$ cat config.mk
export PLATFORM = sky130hd
export DESIGN_NAME = sattn_cmd_sched
export DESIGN_NICKNAME = d
export VERILOG_FILES = /design/src/rtl/sattn_cmd_sched.sv
export SDC_FILE = /design/constraint.sdc
export NUM_CORES = 1
export LEC_CHECK = 0
export ABC_AREA = 1
export CAP_MARGIN = 20
export CORE_MARGIN = 5
export CORE_UTILIZATION = 40
export CTS_CLUSTER_DIAMETER = 100
export CTS_CLUSTER_SIZE = 16
export DETAILED_ROUTE_END_ITERATION = 8
export GPL_TIMING_DRIVEN = 0
export PLACE_DENSITY = 0.75
export SETUP_SLACK_MARGIN = 0.1
export SYNTH_ARGS = -nofsm -noshare
export SYNTH_HDL_FRONTEND = slang
export SYNTH_SLANG_ARGS = --single-unit
$ cat constraint.sdc
create_clock -name clk -period 3.36 [get_ports clk]
set_clock_uncertainty 0.05 [all_clocks]
set_input_delay 0.672 -clock clk [delete_from_list [all_inputs] [get_ports clk]]
set_output_delay 0.672 -clock clk [all_outputs]
set_load 0.02 [all_outputs]
$ cat src/rtl/sattn_cmd_sched.sv
// Command front-end for the sparse-attention accelerator: MMIO-fed command FIFO,
// serial dispatch to engine channels, checksum capture, timeout and maskable irq.
module sattn_cmd_sched #(
    parameter int ADDR_WIDTH = 16,
    parameter int DATA_WIDTH = 64,
    parameter int NUM_ENG    = 4,
    parameter int Q_DEPTH    = 4,
    parameter int TO_W       = 20
) (
    input  logic                    clk,
    input  logic                    rstn,
    input  logic                    mmio_wen,
    input  logic                    mmio_ren,
    input  logic [ADDR_WIDTH-1:0]   mmio_addr,
    input  logic [DATA_WIDTH-1:0]   mmio_wdata,
    output logic [DATA_WIDTH-1:0]   mmio_rdata,
    output logic [NUM_ENG-1:0]      eng_start,
    output logic [7:0]              eng_opcode,
    input  logic [NUM_ENG-1:0]      eng_done,
    input  logic [NUM_ENG*64-1:0]   eng_sum,
    output logic                    busy,
    output logic                    irq
);
    localparam int PW = $clog2(Q_DEPTH);
    localparam int CW = PW + 1;
    localparam int EW = (NUM_ENG > 1) ? $clog2(NUM_ENG) : 1;

    typedef enum logic [1:0] {IDLE, ISSUE, WAIT, DONE} state_t;

    state_t              state_q, state_d;
    logic [15:0]         fifo_q [Q_DEPTH];
    logic [PW-1:0]       wptr_q, rptr_q;
    logic [CW-1:0]       cnt_q;
    logic [EW-1:0]       eng_q, eng_d;
    logic [7:0]          op_q, op_d;
    logic [TO_W-1:0]     tmo_cnt_q, tmo_cnt_d;
    logic [TO_W-1:0]     to_lim_q;
    logic [63:0]         sum_q [NUM_ENG];
    logic                ovf_q, tmo_q, bad_q;
    logic                irq_en_q, irq_pend_q;
    logic [7:0]          cmpl_q;

    logic wr_push, wr_irqen, wr_clr, wr_tolim;
    logic full, empty, push_ok, pop;
    logic [15:0] head;
    logic head_bad, done_hit, tmo_hit;
    logic ovf_set, tmo_set, bad_set, irq_set;

    assign wr_push  = mmio_wen && (mmio_addr == ADDR_WIDTH'('h00));
    assign wr_irqen = mmio_wen && (mmio_addr == ADDR_WIDTH'('h10));
    assign wr_clr   = mmio_wen && (mmio_addr == ADDR_WIDTH'('h18));
    assign wr_tolim = mmio_wen && (mmio_addr == ADDR_WIDTH'('h20));

    assign full     = (cnt_q == CW'(Q_DEPTH));
    assign empty    = (cnt_q == '0);
    assign push_ok  = wr_push && !full;
    assign pop      = (state_q == IDLE) && !empty;
    assign head     = fifo_q[rptr_q];
    assign head_bad = ({24'b0, head[15:8]} >= 32'(NUM_ENG));

    assign done_hit = eng_done[eng_q];
    assign tmo_hit  = (to_lim_q != '0) && (tmo_cnt_q == to_lim_q - TO_W'(1));

    assign ovf_set  = wr_push && full;
    assign bad_set  = pop && head_bad;
    assign tmo_set  = (state_q == WAIT) && !done_hit && tmo_hit;
    assign irq_set  = (state_q == DONE) && irq_en_q;

    always_ff @(posedge clk or negedge rstn) begin
        if (!rstn) state_q <= IDLE;
        else       state_q <= state_d;
    end

    always_comb begin
        state_d = state_q;
        unique case (state_q)
            IDLE:    if (pop && !head_bad)
                         state_d = (head[7:0] == 8'h00) ? DONE : ISSUE;
            ISSUE:   state_d = WAIT;
            WAIT:    if (done_hit || tmo_hit) state_d = DONE;
            DONE:    state_d = IDLE;
            default: state_d = IDLE;
        endcase
    end

    always_comb begin
        eng_start = '0;
        if (state_q == ISSUE) eng_start[eng_q] = 1'b1;
        eng_opcode = op_q;
        busy       = (state_q != IDLE) || !empty;
        irq        = irq_pend_q;
    end

    always_comb begin
        eng_d     = eng_q;
        op_d      = op_q;
        tmo_cnt_d = tmo_cnt_q;
        if (pop && !head_bad && head[7:0] != 8'h00) begin
            eng_d = head[EW-1+8:8];
            op_d  = head[7:0];
        end
        if (state_q == ISSUE)
            tmo_cnt_d = '0;
        else if (state_q == WAIT && !done_hit && !tmo_hit)
            tmo_cnt_d = tmo_cnt_q + TO_W'(1);
    end

    always_ff @(posedge clk or negedge rstn) begin
        if (!rstn) begin
            for (int i = 0; i < Q_DEPTH; i++) fifo_q[i] <= '0;
            for (int i = 0; i < NUM_ENG; i++) sum_q[i] <= '0;
            wptr_q     <= '0;
            rptr_q     <= '0;
            cnt_q      <= '0;
            eng_q      <= '0;
            op_q       <= '0;
            tmo_cnt_q  <= '0;
            to_lim_q   <= '0;
            ovf_q      <= 1'b0;
            tmo_q      <= 1'b0;
            bad_q      <= 1'b0;
            irq_en_q   <= 1'b0;
            irq_pend_q <= 1'b0;
            cmpl_q     <= '0;
        end else begin
            if (push_ok) begin
                fifo_q[wptr_q] <= mmio_wdata[15:0];
                wptr_q         <= wptr_q + PW'(1);
            end
            if (pop) rptr_q <= rptr_q + PW'(1);
            cnt_q     <= cnt_q + CW'(push_ok) - CW'(pop);
            eng_q     <= eng_d;
            op_q      <= op_d;
            tmo_cnt_q <= tmo_cnt_d;
            if (state_q == WAIT && done_hit)
                sum_q[eng_q] <= eng_sum[32'(eng_q)*64 +: 64];
            if (state_q == DONE) cmpl_q <= cmpl_q + 8'd1;
            if (wr_irqen) irq_en_q <= mmio_wdata[0];
            if (wr_tolim) to_lim_q <= mmio_wdata[TO_W-1:0];
            // a flag raised in the same cycle as its clear stays raised
            ovf_q      <= (ovf_q      & ~(wr_clr & mmio_wdata[4])) | ovf_set;
            tmo_q      <= (tmo_q      & ~(wr_clr & mmio_wdata[5])) | tmo_set;
            bad_q      <= (bad_q      & ~(wr_clr & mmio_wdata[6])) | bad_set;
            irq_pend_q <= (irq_pend_q & ~(wr_clr & mmio_wdata[7])) | irq_set;
        end
    end

    logic [23:0]           status;
    logic [ADDR_WIDTH-1:0] sum_off;
    logic [EW-1:0]         sum_idx;
    logic                  sum_hit;

    assign status  = {cmpl_q, 8'(cnt_q), 1'b0, bad_q, tmo_q, ovf_q,
                      empty, full, busy, state_q == IDLE};
    assign sum_off = mmio_addr - ADDR_WIDTH'('h40);
    assign sum_idx = sum_off[3 +: EW];
    assign sum_hit = (mmio_addr >= ADDR_WIDTH'('h40))
                  && (mmio_addr < ADDR_WIDTH'(64 + 8*NUM_ENG))
                  && (mmio_addr[2:0] == 3'b000);

    always_comb begin
        mmio_rdata = '0;
        if (mmio_addr == ADDR_WIDTH'('h08))      mmio_rdata = DATA_WIDTH'(status);
        else if (mmio_addr == ADDR_WIDTH'('h10)) mmio_rdata = DATA_WIDTH'(irq_en_q);
        else if (mmio_addr == ADDR_WIDTH'('h20)) mmio_rdata = DATA_WIDTH'(to_lim_q);
        else if (sum_hit)                        mmio_rdata = DATA_WIDTH'(sum_q[sum_idx]);
    end
endmodule

==> run metrics, run 1 <==
run status finished with violations; failing checks hold timing; number of search-and-repair iterations in the first detailed-routing pass 6; met3 routed wirelength 6580 microns; antenna violations before repair 0; Required @ worst endpoint 2.64 ns; Setup TNS 0 ns; worst-case setup slack after placement -1.38 ns; Initial Utilization 40.5%; Core ar. 49,000 sq um; final routed DRC violation total 0; number of nets still failing antenna checks after routing 0; number of buffers between clock root and the deepest sink 3; clock sink total 392; clk root buf sky130_fd_sc_hd__clkbuf_16; number of pins with negative max-slew slack in the final report 0; clock transition at the registers of the reported paths 0.08 ns; worst hold-check path type in2async; CTS tree done; pin count of the biggest net entering global routing approximately 110; number of register bits inferred by synthesis 392; worst-margin pin slew around 1.1 ns; share of post-route cells with drive strength above 1 about a tenth; Worst Slack Setup Final 0.0833 ns; highest metal layer with signal wires met4; number of global-route vias before repair about 20,000; count of flip-flops with a built-in enable after synthesis 0; max capacitance violation total 0; Non-Filler Cell Area, Final 26,200 sq um; Final Hold Fails 1; leakage power of the design 11.7 nW; gr usage total 25.5%; port bufs 374; data arrival time of the critical path 2.55 ns; count of cell types in the netlist 42; area of the mapped netlist 19,800 sq um; number of cell instances on the worst register-to-register path 6; width of the die 232 microns; Met2 Routed Length 34,800 microns; P per Cell Area roughly 630 nW/um^2; half-perimeter wire length after placement 53,200 microns; Design Power 16.4 mW; Placed Instance Area approximately 24,000 sq um; final period utilization 97.5%; total number of vias 19,900; synthesis-to-layout area growth 32.1%; number of synthesis warnings 0; number of rows created at floorplan ~80; final wirelength 72,000 microns; element type at the critical path end primary output; net count reported at finish 3,235; number of setup violations in the final report 0; worst-skew pair later-pin latency 0.59 ns; wire length the detailed router placed on met1 27,600 microns; average cell area after synthesis 8.08 sq um; area of the die 54,100 sq um; sequential fraction of the synthesis area 49.5%; kind of start point of the critical path input port; endpoint of the lowest-slack register-to-register path sum_q[69]$_DFFE_PN0P_; worst-path maximum fanout 8; WL per Instance 20.3 microns; dominant register cell in the synthesized netlist sky130_fd_sc_hd__dfrtp_1; worst reg2reg startpoint eng_q[0]$_DFFE_PN0P_; count of routing violations after the opening detailed-route iteration 2,415; final standard cell utilization of the core a little over half; Layout fillers approximately 4,400; antenna fix cells 0; global-route wire length before repair 110,000 microns; number of clock buffers inserted by TritonCTS 28; worst slack on hold paths -0.00141 ns; global placer's final weighted congestion 0.944; overflow left after global routing 0; post-DR vias/cell 5.63; Synthesized Nets 2,811; time the final worst path needs with I/O delays and setup about 3.3 ns; Register-to-Register Setup Slack between 0.3 and 0.4 ns; worst vdd rail ir drop 424 uV; FMAX approximately 310 MHz; kind of critical path in2out; fraction of registers with async set/reset 100%; io pins 422; CTS H-tree depth 1; worst max-slew margin expressed relative to the limit 24.5%; post-synthesis instance total 2,452; unrepaired setup endpoints after global routing yes; Vert. Die Dim about 230 microns
## logic make-up after synthesis
group                    share of synthesized area [%]
multiplexers                                     0.171
adder cells (fa/ha/maj)                          0.986
buffers and inverters                             5.99
AO/OA/AOI/OAI                                     21.8
flip-flops                                        49.5
XOR/XNOR                                          1.95
AND/OR/NAND/NOR                                   19.6
## metrics by stage
step | hold slack [ns] | cells
6_report | -0.00141 | 3541
5_1_grt | 0.0711 | 3541
4_1_cts | 0.0362 | 3530
3_5_place_dp | 0.418 | 3493
3_3_place_gp | 0.409 | 3490
2_1_floorplan | 0.326 | 2452
## cells in the final DEF (no fill, tap or decap), types with 14 or more instances in the layout
master	synthesis	routed
sky130_fd_sc_hd__dfrtp_1	392	392
sky130_fd_sc_hd__a21oi_1	70	32
sky130_fd_sc_hd__a21oi_2	0	16
sky130_fd_sc_hd__clkbuf_1	118	97
sky130_fd_sc_hd__inv_1	117	112
sky130_fd_sc_hd__a221oi_1	64	64
sky130_fd_sc_hd__a21oi_4	0	22
sky130_fd_sc_hd__nand3_1	66	64
sky130_fd_sc_hd__buf_2	42	45
sky130_fd_sc_hd__a22o_1	68	67
sky130_fd_sc_hd__buf_6	2	33
sky130_fd_sc_hd__clkbuf_16	0	33
sky130_fd_sc_hd__ha_1	14	14
sky130_fd_sc_hd__nor3_1	22	20
sky130_fd_sc_hd__nor2_1	245	238
sky130_fd_sc_hd__nand4_1	28	28
sky130_fd_sc_hd__clkdlybuf4s50_1	0	292
sky130_fd_sc_hd__o21ai_0	504	482
sky130_fd_sc_hd__buf_4	0	34
sky130_fd_sc_hd__xor2_1	36	36
sky130_fd_sc_hd__clkbuf_2	0	15
sky130_fd_sc_hd__nand2_1	557	553
## timing repair
item,in CTS,in global routing
gates cloned,0,4
endpoints found under the setup margin,68,64
gates resized for setup,491,87
hold buffers,0,0
buffers inserted,6,8
pin swaps,14,12
## Yosys cell counts (2+ instances only)
cell	instances	area, sq um
sky130_fd_sc_hd__buf_1	11	41.3
sky130_fd_sc_hd__a31oi_1	13	81.3
sky130_fd_sc_hd__mux2_2	3	33.8
sky130_fd_sc_hd__inv_1	117	439
sky130_fd_sc_hd__o21ai_0	504	2520
sky130_fd_sc_hd__nor2_4	3	33.8
sky130_fd_sc_hd__nor3_1	22	110
sky130_fd_sc_hd__o211ai_1	2	15.0
sky130_fd_sc_hd__xnor2_1	8	70.1
sky130_fd_sc_hd__o22a_1	2	17.5
sky130_fd_sc_hd__buf_6	2	22.5
sky130_fd_sc_hd__nor2_1	245	920
sky130_fd_sc_hd__a32oi_1	4	35.0
sky130_fd_sc_hd__dfrtp_1	392	9810
sky130_fd_sc_hd__a221oi_1	64	561
sky130_fd_sc_hd__nand3b_1	7	52.6
sky130_fd_sc_hd__o21ai_1	3	15.0
sky130_fd_sc_hd__nand2_2	4	25.0
sky130_fd_sc_hd__ha_1	14	175
sky130_fd_sc_hd__nand3_1	66	330
sky130_fd_sc_hd__a21oi_1	70	350
sky130_fd_sc_hd__inv_2	4	15.0
sky130_fd_sc_hd__xor2_1	36	315
sky130_fd_sc_hd__nor2_2	6	37.5
sky130_fd_sc_hd__buf_2	42	210
sky130_fd_sc_hd__nand2_1	557	2090
sky130_fd_sc_hd__a22o_1	68	596
sky130_fd_sc_hd__a22oi_1	2	15.0
sky130_fd_sc_hd__o22ai_1	14	87.6
sky130_fd_sc_hd__clkinv_1	4	15.0
sky130_fd_sc_hd__nor4_1	8	50.1
sky130_fd_sc_hd__clkbuf_1	118	443
sky130_fd_sc_hd__nand4_1	28	175
## registers in the layout, summed over array words and instances, names as in the netlist
name	flops
bad_q	1
cmpl_q	8
eng_opcode	8
tmo_cnt_q	20
sum_q	256
irq	1
tmo_q	1
cnt_q	3
wptr_q	2
ovf_q	1
eng_q	2
irq_en_q	1
state_q	2
rptr_q	2
to_lim_q	20
fifo_q	64
## power breakdown
part	switching [mW]	total, mW	internal (mW)
registers	0.819	6.98	6.16
clock network	1.63	3.12	1.49
logic	4.07	6.26	2.19
## layout make-up
class / count / area [sq um] / area share (%)
Sequential cell: 392 / 9810 / 37.5
Inverter: 125 / 505 / 1.93
Clock buffer: 29 / 704 / 2.69
Timing Repair Buffer: 395 / 4040 / 15.4
Multi-Input combinational cell: 1762 / 9390 / 35.9
Buffer: 172 / 853 / 3.26
Clock inverter: 2 / 25.0 / 0.0957
Tap cell: 664 / 831 / 3.18
## per-layer routing
layer,GRT usage [%],vias to the layer above
met1,32.9,9652
met5,0,-
met4,9.27,0
li1,-,9142
met3,4.95,148
met2,43.0,1000
## critical path: stages
cell and delay (ns):
sky130_fd_sc_hd__clkdlybuf4s50_1 0.49, sky130_fd_sc_hd__inv_1 0.07, sky130_fd_sc_hd__nor4_4 0.15, sky130_fd_sc_hd__and2_4 0.25, sky130_fd_sc_hd__inv_2 0.06, sky130_fd_sc_hd__nor2_4 0.12
sky130_fd_sc_hd__buf_12 0.15, sky130_fd_sc_hd__clkinv_16 0.09, sky130_fd_sc_hd__buf_12 0.15, sky130_fd_sc_hd__a21oi_4 0.18, sky130_fd_sc_hd__buf_6 0.15
## how the worst max path moves through the flow
stage	end	slack (ns)	cells after the start	start
after floorplan	mmio_rdata[4]	0.47	8	mmio_addr[3]
after global placement	sum_q[157]$_DFFE_PN0P_	-15.00	1	rstn
after detailed placement	mmio_rdata[37]	-1.38	11	mmio_addr[9]
after CTS	mmio_rdata[37]	0.04	10	mmio_addr[6]
after global routing	mmio_rdata[37]	0.06	11	mmio_addr[6]
final	mmio_rdata[38]	0.08	11	mmio_addr[6]
Note: power is estimated with default switching activity, not from simulation.
==> inputs of run 2 (changes only) <==
Settings changed: CTS_BUF_LIST set to sky130_fd_sc_hd__clkbuf_2 sky130_fd_sc_hd__clkbuf_4 sky130_fd_sc_hd__clkbuf_8.
==> run 2 against run 1 <==
Against the previous run: the run now ends clean; worst setup slack better by 0.045 ns; sequential power about the same; design area down 3.2%; register-to-register slack worse by 0.09 ns; critical path type unchanged; highest routed layer unchanged.
==> run metrics, run 2 (synthesized netlist as in run 1, its figures left out) <==
leakage power of the design around 11 nW; clock sink total around 390; FMAX just over 300 MHz; net count reported at finish 3,231; half-perimeter wire length after placement 53,200 microns; most common cell type on the critical path sky130_fd_sc_hd__buf_2; port bufs 374; number of search-and-repair iterations in the first detailed-routing pass 6; family with the most delay on the worst path buffers and inverters; worst reg2reg startpoint eng_q[0]$_DFFE_PN0P_; number of clock buffers inserted by TritonCTS 28; peak per-stage delay on the critical path 0.40 ns; cell with the largest stage delay on the worst path sky130_fd_sc_hd__dlygate4sd2_1; element type at the critical path end primary output; Setup TNS 0 ns; number of cell instances on the worst register-to-register path 6; global-route wire length before repair 109,000 microns; CTS tree done; number of gates on the worst path with buffers counted 7; most common library cell in the layout ignoring fill and taps sky130_fd_sc_hd__nand2_1; number of global-route vias before repair 19,500; antenna fix cells 0; number of buffers between clock root and the deepest sink 3; io pins 422; CP Launch Point mmio_addr[3]; number of setup violations in the final report 0; Design Power between 15 and 20 mW; unrepaired setup endpoints after global routing yes; worst-margin pin slew 1.14 ns; post-DR vias/cell 5.58; time the final worst path needs with I/O delays and setup about 3.2 ns; Non-Filler Cell Area, Final roughly 25,000 sq um; worst hold-check path type reg2reg; gr usage total between 20% and 30%; final routed DRC violation total 0; count of routing violations after the opening detailed-route iteration 2,291; antenna violations before repair 0; largest reg by FF count sum_q; final standard cell utilization of the core 51.7%; number of rows created at floorplan 81; overflow left after global routing 0; Required @ worst endpoint 2.64 ns; worst-path maximum fanout 10; data arrival time of the critical path approximately 2.5 ns; Vert. Die Dim 232 microns; Final Hold Fails 0; P per Cell Area about 600 nW/um^2; worst-skew pair later-pin latency 0.64 ns; Finished Layout Cells between 3,000 and 4,000; final wirelength 70,800 microns; clk root buf sky130_fd_sc_hd__clkbuf_8; share of post-route cells with drive strength above 1 9.19%; kind of start point of the critical path input port; Top Registers sum_q (256), fifo_q (64); cell-by-cell trace of the critical path clkbuf_2 > buf_2 > buf_2 > nor2_1 > o22ai_1 > a22o_1 > dlygate4sd2_1; synthesis-to-layout area growth 27.9%; crit path to mmio_rdata[14]; Core ar. 49,000 sq um; total number of vias between 15,000 and 20,000; run status finished, final reports clean; Largest register FFs 256; Placed Instance Area 24,500 sq um; worst vdd rail ir drop approximately 370 uV; highest-count cells in the layout ignoring fill and taps 553 x sky130_fd_sc_hd__nand2_1, 485 x sky130_fd_sc_hd__o21ai_0, 392 x sky130_fd_sc_hd__dfrtp_1, 291 x sky130_fd_sc_hd__clkdlybuf4s50_1, 239 x sky130_fd_sc_hd__nor2_1; WL per Instance 20.0 microns; Initial Utilization 40.5%; final period utilization a little over nine tenths; worst max-slew margin expressed relative to the limit 23.9%; total instance count after detailed placement approximately 3,500; Worst Slack Setup Final 0.128 ns; Register-to-Register Setup Slack 0.22 ns; worst slack on hold paths 0.441 ns; width of the die 232 microns; number of pins with negative max-slew slack in the final report 0; pin count of the biggest net entering global routing between 100 and 150; kind of critical path in2out; global placer's final weighted congestion 0.944; Buf/Inv on CP 4; max capacitance violation total 0; endpoint of the lowest-slack register-to-register path sum_q[198]$_DFFE_PN0P_; worst-case setup slack after placement -1.38 ns; clock transition at the registers of the reported paths 0.10 ns; number of nets still failing antenna checks after routing 0; CTS H-tree depth 1; area of the die 54,100 sq um
run 2: repair_timing:
action / in CTS / in global routing
pin swaps: 14 / 8
hold buffers: 1 / 0
setup endpoints to repair: 68 / 65
resized for setup: 401 / 73
endpoints found under the hold margin: 80 / 0
buffers inserted: 9 / 2
gates cloned: 1 / 1
run 2: metal layers:
metal  global-route usage [%]  routed length (microns)
met1                     32.9                    28100
met2                     42.7                    34100
met3                     4.65                     5970
met4                     8.86                     2770
met5                        0                        0
run 2: worst min-delay path by stage:
stage / from / endpoint / slack [ns] / cells after the start
6_report: fifo_q[16]$_DFFE_PN0P_ / fifo_q[16]$_DFFE_PN0P_ / 0.44 / 2
5_1_grt: sum_q[68]$_DFFE_PN0P_ / sum_q[68]$_DFFE_PN0P_ / 0.46 / 2
4_1_cts: sum_q[164]$_DFFE_PN0P_ / sum_q[164]$_DFFE_PN0P_ / 0.44 / 2
3_5_place_dp: fifo_q[16]$_DFFE_PN0P_ / fifo_q[16]$_DFFE_PN0P_ / 0.42 / 2
3_3_place_gp: sum_q[184]$_DFFE_PN0P_ / sum_q[184]$_DFFE_PN0P_ / 0.41 / 2
2_1_floorplan: rstn / bad_q$_DFF_PN0_ / 0.33 / 0
run 2: area by class of cell:
class | instances | area [sq um]
Multi-Input combinational cell | 1762 | 9150
Buffer | 173 | 830
Timing Repair Buffer | 390 | 3800
Clock buffer | 29 | 393
Inverter | 125 | 488
Tap cell | 664 | 831
Sequential cell | 392 | 9810
Fill cell | 4567 | 23600
Clock inverter | 2 | 17.5
run 2: worst register-to-register path: stages, from the launching register on:
cell	delay [ns]
sky130_fd_sc_hd__dfrtp_1	0.45
sky130_fd_sc_hd__nor2_1	0.50
sky130_fd_sc_hd__clkbuf_1	0.91
sky130_fd_sc_hd__clkbuf_1	0.43
sky130_fd_sc_hd__a22o_1	0.28
sky130_fd_sc_hd__a221oi_1	0.16
sky130_fd_sc_hd__o21ai_0	0.26
run 2: power by group:
group | internal [mW] | leakage (nW) | switching [mW]
combinational | 2.19 | 5.99 | 3.99
clock | 0.771 | 0.215 | 1.51
sequential | 6.15 | 5.20 | 0.819
==> inputs of run 3 (changes only) <==
Settings changed: ABC_AREA 1 to not set.
==> run 3 against run 2 <==
Against the previous run: cell count fell by 30%; sequential power shrank 21%; synthesized area is 0.40% higher; register-to-register slack lost 0.04 ns; largest cell class unchanged; highest routed layer is now met5.
==> run metrics, run 3 <==
largest reg by FF count sum_q; CTS H-tree depth 1; Vert. Die Dim 233 microns; clock sink total around 390; FMAX 310 MHz; multiplexer share of the synthesized area 36.0%; sw frac 28.3%; io pins 422; gr usage total 21.6%; number of nets still failing antenna checks after routing 0; post-DR vias/cell 5.56; count of cell types in the netlist 68; worst-margin pin slew around 1.1 ns; time the final worst path needs with I/O delays and setup 3.23 ns; worst-case setup slack after placement -1.57 ns; CTS tree done; count of routing violations after the opening detailed-route iteration 959; largest family of logic cells by synthesized area multiplexers; final routed DRC violation total 0; clock transition at the registers of the reported paths 0.10 ns; number of rows created at floorplan 81; most common library cell in the layout ignoring fill and taps sky130_fd_sc_hd__dfrtp_1; leakage power of the design 11.6 nW; number of clock buffers inserted by TritonCTS 28; Required @ worst endpoint roughly 2.6 ns; peak per-stage delay on the critical path 0.42 ns; Final Hold Fails 0; max capacitance violation total 0; commonest cells in the synthesized netlist 392 x sky130_fd_sc_hd__dfrtp_1, 354 x sky130_fd_sc_hd__mux2_2, 139 x sky130_fd_sc_hd__mux4_2; Layout fillers 4,221; number of register bits inferred by synthesis 392; element type at the critical path end primary output; antenna violations before repair 3; worst max-slew margin expressed relative to the limit 24.5%; share of total power in sequential cells between 50% and 60%; unrepaired setup endpoints after global routing yes; Comb power frac a little under a quarter; global placer's final weighted congestion about 0.90; number of setup violations in the final report 0; kind of critical path in2out; dominant register cell in the synthesized netlist sky130_fd_sc_hd__dfrtp_1; global-route wire length before repair 89,800 microns; Design Power 10.2 mW; simple-gate share of the synthesized area around 6.3%; count of flip-flops with a built-in enable after synthesis 0; P per Cell Area 402 nW/um^2; net count reported at finish 2,154; clock network fraction of design power 22.7%; final wirelength around 60,000 microns; WL per Instance 24.2 microns; Buf/Inv on CP 5; number of buffers between clock root and the deepest sink 3; Initial Utilization 40.5%; fraction of registers with async set/reset between 90% and 100%; pin count of the biggest net entering global routing 125; xor and xnor area share after synthesis between 1.5 and 2%; NetSw 2.89 mW; number of synthesis warnings 0; most instantiated library cell after synthesis sky130_fd_sc_hd__dfrtp_1; Synth Area in Compound Gates 3.35%; worst-path maximum fanout 10; number of search-and-repair iterations in the first detailed-routing pass 6; clk root buf sky130_fd_sc_hd__clkbuf_8; overflow left after global routing 0; run status finished, final reports clean; Synthesized Nets 1,716; cell with the largest stage delay on the worst path sky130_fd_sc_hd__a222oi_1; kind of start point of the critical path input port; number of global-route vias before repair 15,100; most common cell type on the critical path sky130_fd_sc_hd__clkbuf_8; final period utilization 96.1%; number of pins with negative max-slew slack in the final report 0; sequential fraction of the synthesis area about half; data arrival time of the critical path 2.51 ns; family with the most delay on the worst path buffers and inverters; half-perimeter wire length after placement ~45,000 microns; Worst Slack Setup Final 0.131 ns; cell-by-cell trace of the critical path clkdlybuf4s15_1 > clkbuf_8 > clkbuf_8 > mux4_2 > a222oi_1 > inv_1 > buf_2; worst hold-check path type reg2reg; area share of the largest cell type after synthesis 49.3%; port bufs 374; highest-count cells in the layout ignoring fill and taps 388 x sky130_fd_sc_hd__dfrtp_1, 354 x sky130_fd_sc_hd__mux2_2, 291 x sky130_fd_sc_hd__clkdlybuf4s50_1, 139 x sky130_fd_sc_hd__mux4_2, 55 x sky130_fd_sc_hd__buf_2; Top Registers sum_q (256), fifo_q (64); Largest register FFs 256; Core ar. 49,100 sq um; internal power around 7.3 mW; share of post-route cells with drive strength above 1 39.4%; worst-skew pair later-pin latency 0.65 ns; final standard cell utilization of the core between 50% and 60%; Synth Area in Adders 0.982%; width of the die 233 microns; main area contributors after synthesis sky130_fd_sc_hd__dfrtp_1 49%, sky130_fd_sc_hd__mux2_2 20%, sky130_fd_sc_hd__mux4_2 16%, sky130_fd_sc_hd__and2_1 1.4%, sky130_fd_sc_hd__clkbuf_1 1.2%; total number of vias 13,700; area of the die between 50,000 and 60,000 sq um; Yosys top cell by area sky130_fd_sc_hd__dfrtp_1; worst vdd rail ir drop 282 uV; synthesis-to-layout area growth 27.8%; area of the mapped netlist approximately 20,000 sq um; post-synthesis instance total 1,357; average cell area after synthesis between 10 and 15 sq um
run 3: cell types whose count changed in the layout (fill, tap and decap cells not counted), sizes merged, moves of 47 or more:
cell    delta
nand2    -535
o21ai    -490
mux2     +353
nor2     -233
mux4     +139
inv       -92
a221oi    -64
a22o      -57
clkbuf    -52
nand3     -48
a21oi     -47
run 3: routing by layer:
layer	global-route usage, %	wire [microns]
met2	37.2	29600
met5	0	20
met1	27.2	23700
met3	5.28	4200
met4	6.46	2120
run 3: layout make-up:
| cell class | instances | area [sq um] | share of cell area, % |
|---|---|---|---|
| Tap cell | 664 | 831 | 3.27 |
| Sequential cell | 392 | 9810 | 38.6 |
| Clock buffer | 29 | 399 | 1.57 |
| Timing Repair Buffer | 408 | 3890 | 15.3 |
| Antenna cell | 2 | 5.00 | 0.0197 |
| Clock inverter | 2 | 17.5 | 0.0689 |
| Buffer | 90 | 597 | 2.35 |
| Multi-Input combinational cell | 846 | 9750 | 38.4 |
| Inverter | 29 | 109 | 0.428 |
run 3: final timing paths:
check                                          from                         to  slack, ns  cells after the start
hold / removal                cmpl_q[7]$_DFFE_PN0N_      cmpl_q[7]$_DFFE_PN0N_       0.44                      1
hold reg to reg               cmpl_q[7]$_DFFE_PN0N_      cmpl_q[7]$_DFFE_PN0N_       0.44                      1
setup / recovery                       mmio_addr[4]              mmio_rdata[5]       0.13                      7
setup reg to reg           to_lim_q[12]$_DFFE_PN0P_  tmo_cnt_q[14]$_DFFE_PN0P_       0.18                     10
max in group asynchronous                      rstn      sum_q[41]$_DFFE_PN0P_       1.30                      4
min in group asynchronous                      rstn     sum_q[247]$_DFFE_PN0P_       0.53                      2
run 3: per-stage QoR:
stage                     area, sq um  hold slack, ns  cells  setup TNS [ns]
final                           25400           0.436   2462               0
after global routing            25400           0.455   2461               0
after CTS                       25400           0.449   2451               0
after detailed placement        24600           0.430   2400         -164.01
after global placement          24500           0.412   2395        -5930.70
after floorplan                 19900           0.326   1357               0
run 3: power groups by stage:
stage | clock network, mW | registers, mW | logic (mW)
after CTS | 2.40 | 5.53 | 2.37
after global routing | 2.55 | 5.60 | 2.54
after global placement | 0 | 5.60 | 2.25
after detailed placement | 0 | 5.62 | 2.34
after floorplan | 0 | 5.51 | 1.44
final | 2.32 | 5.54 | 2.35
run 3: timing repair:
item                                    CTS  global route
endpoints found under the setup margin  241           123
pin swaps                                10             7
setup buffers                            16             8
gates resized for setup                 379            59
hold buffers                              1             0
gates cloned                              3             0
endpoints found under the hold margin    71             0
run 3: logic make-up after synthesis:
logic type	count (synthesis)
multiplexers	496
flip-flops	392
XOR/XNOR	37
buffers and inverters	119
AND/OR/NAND/NOR	207
AO/OA/AOI/OAI	91
adder cells (fa/ha/maj)	15
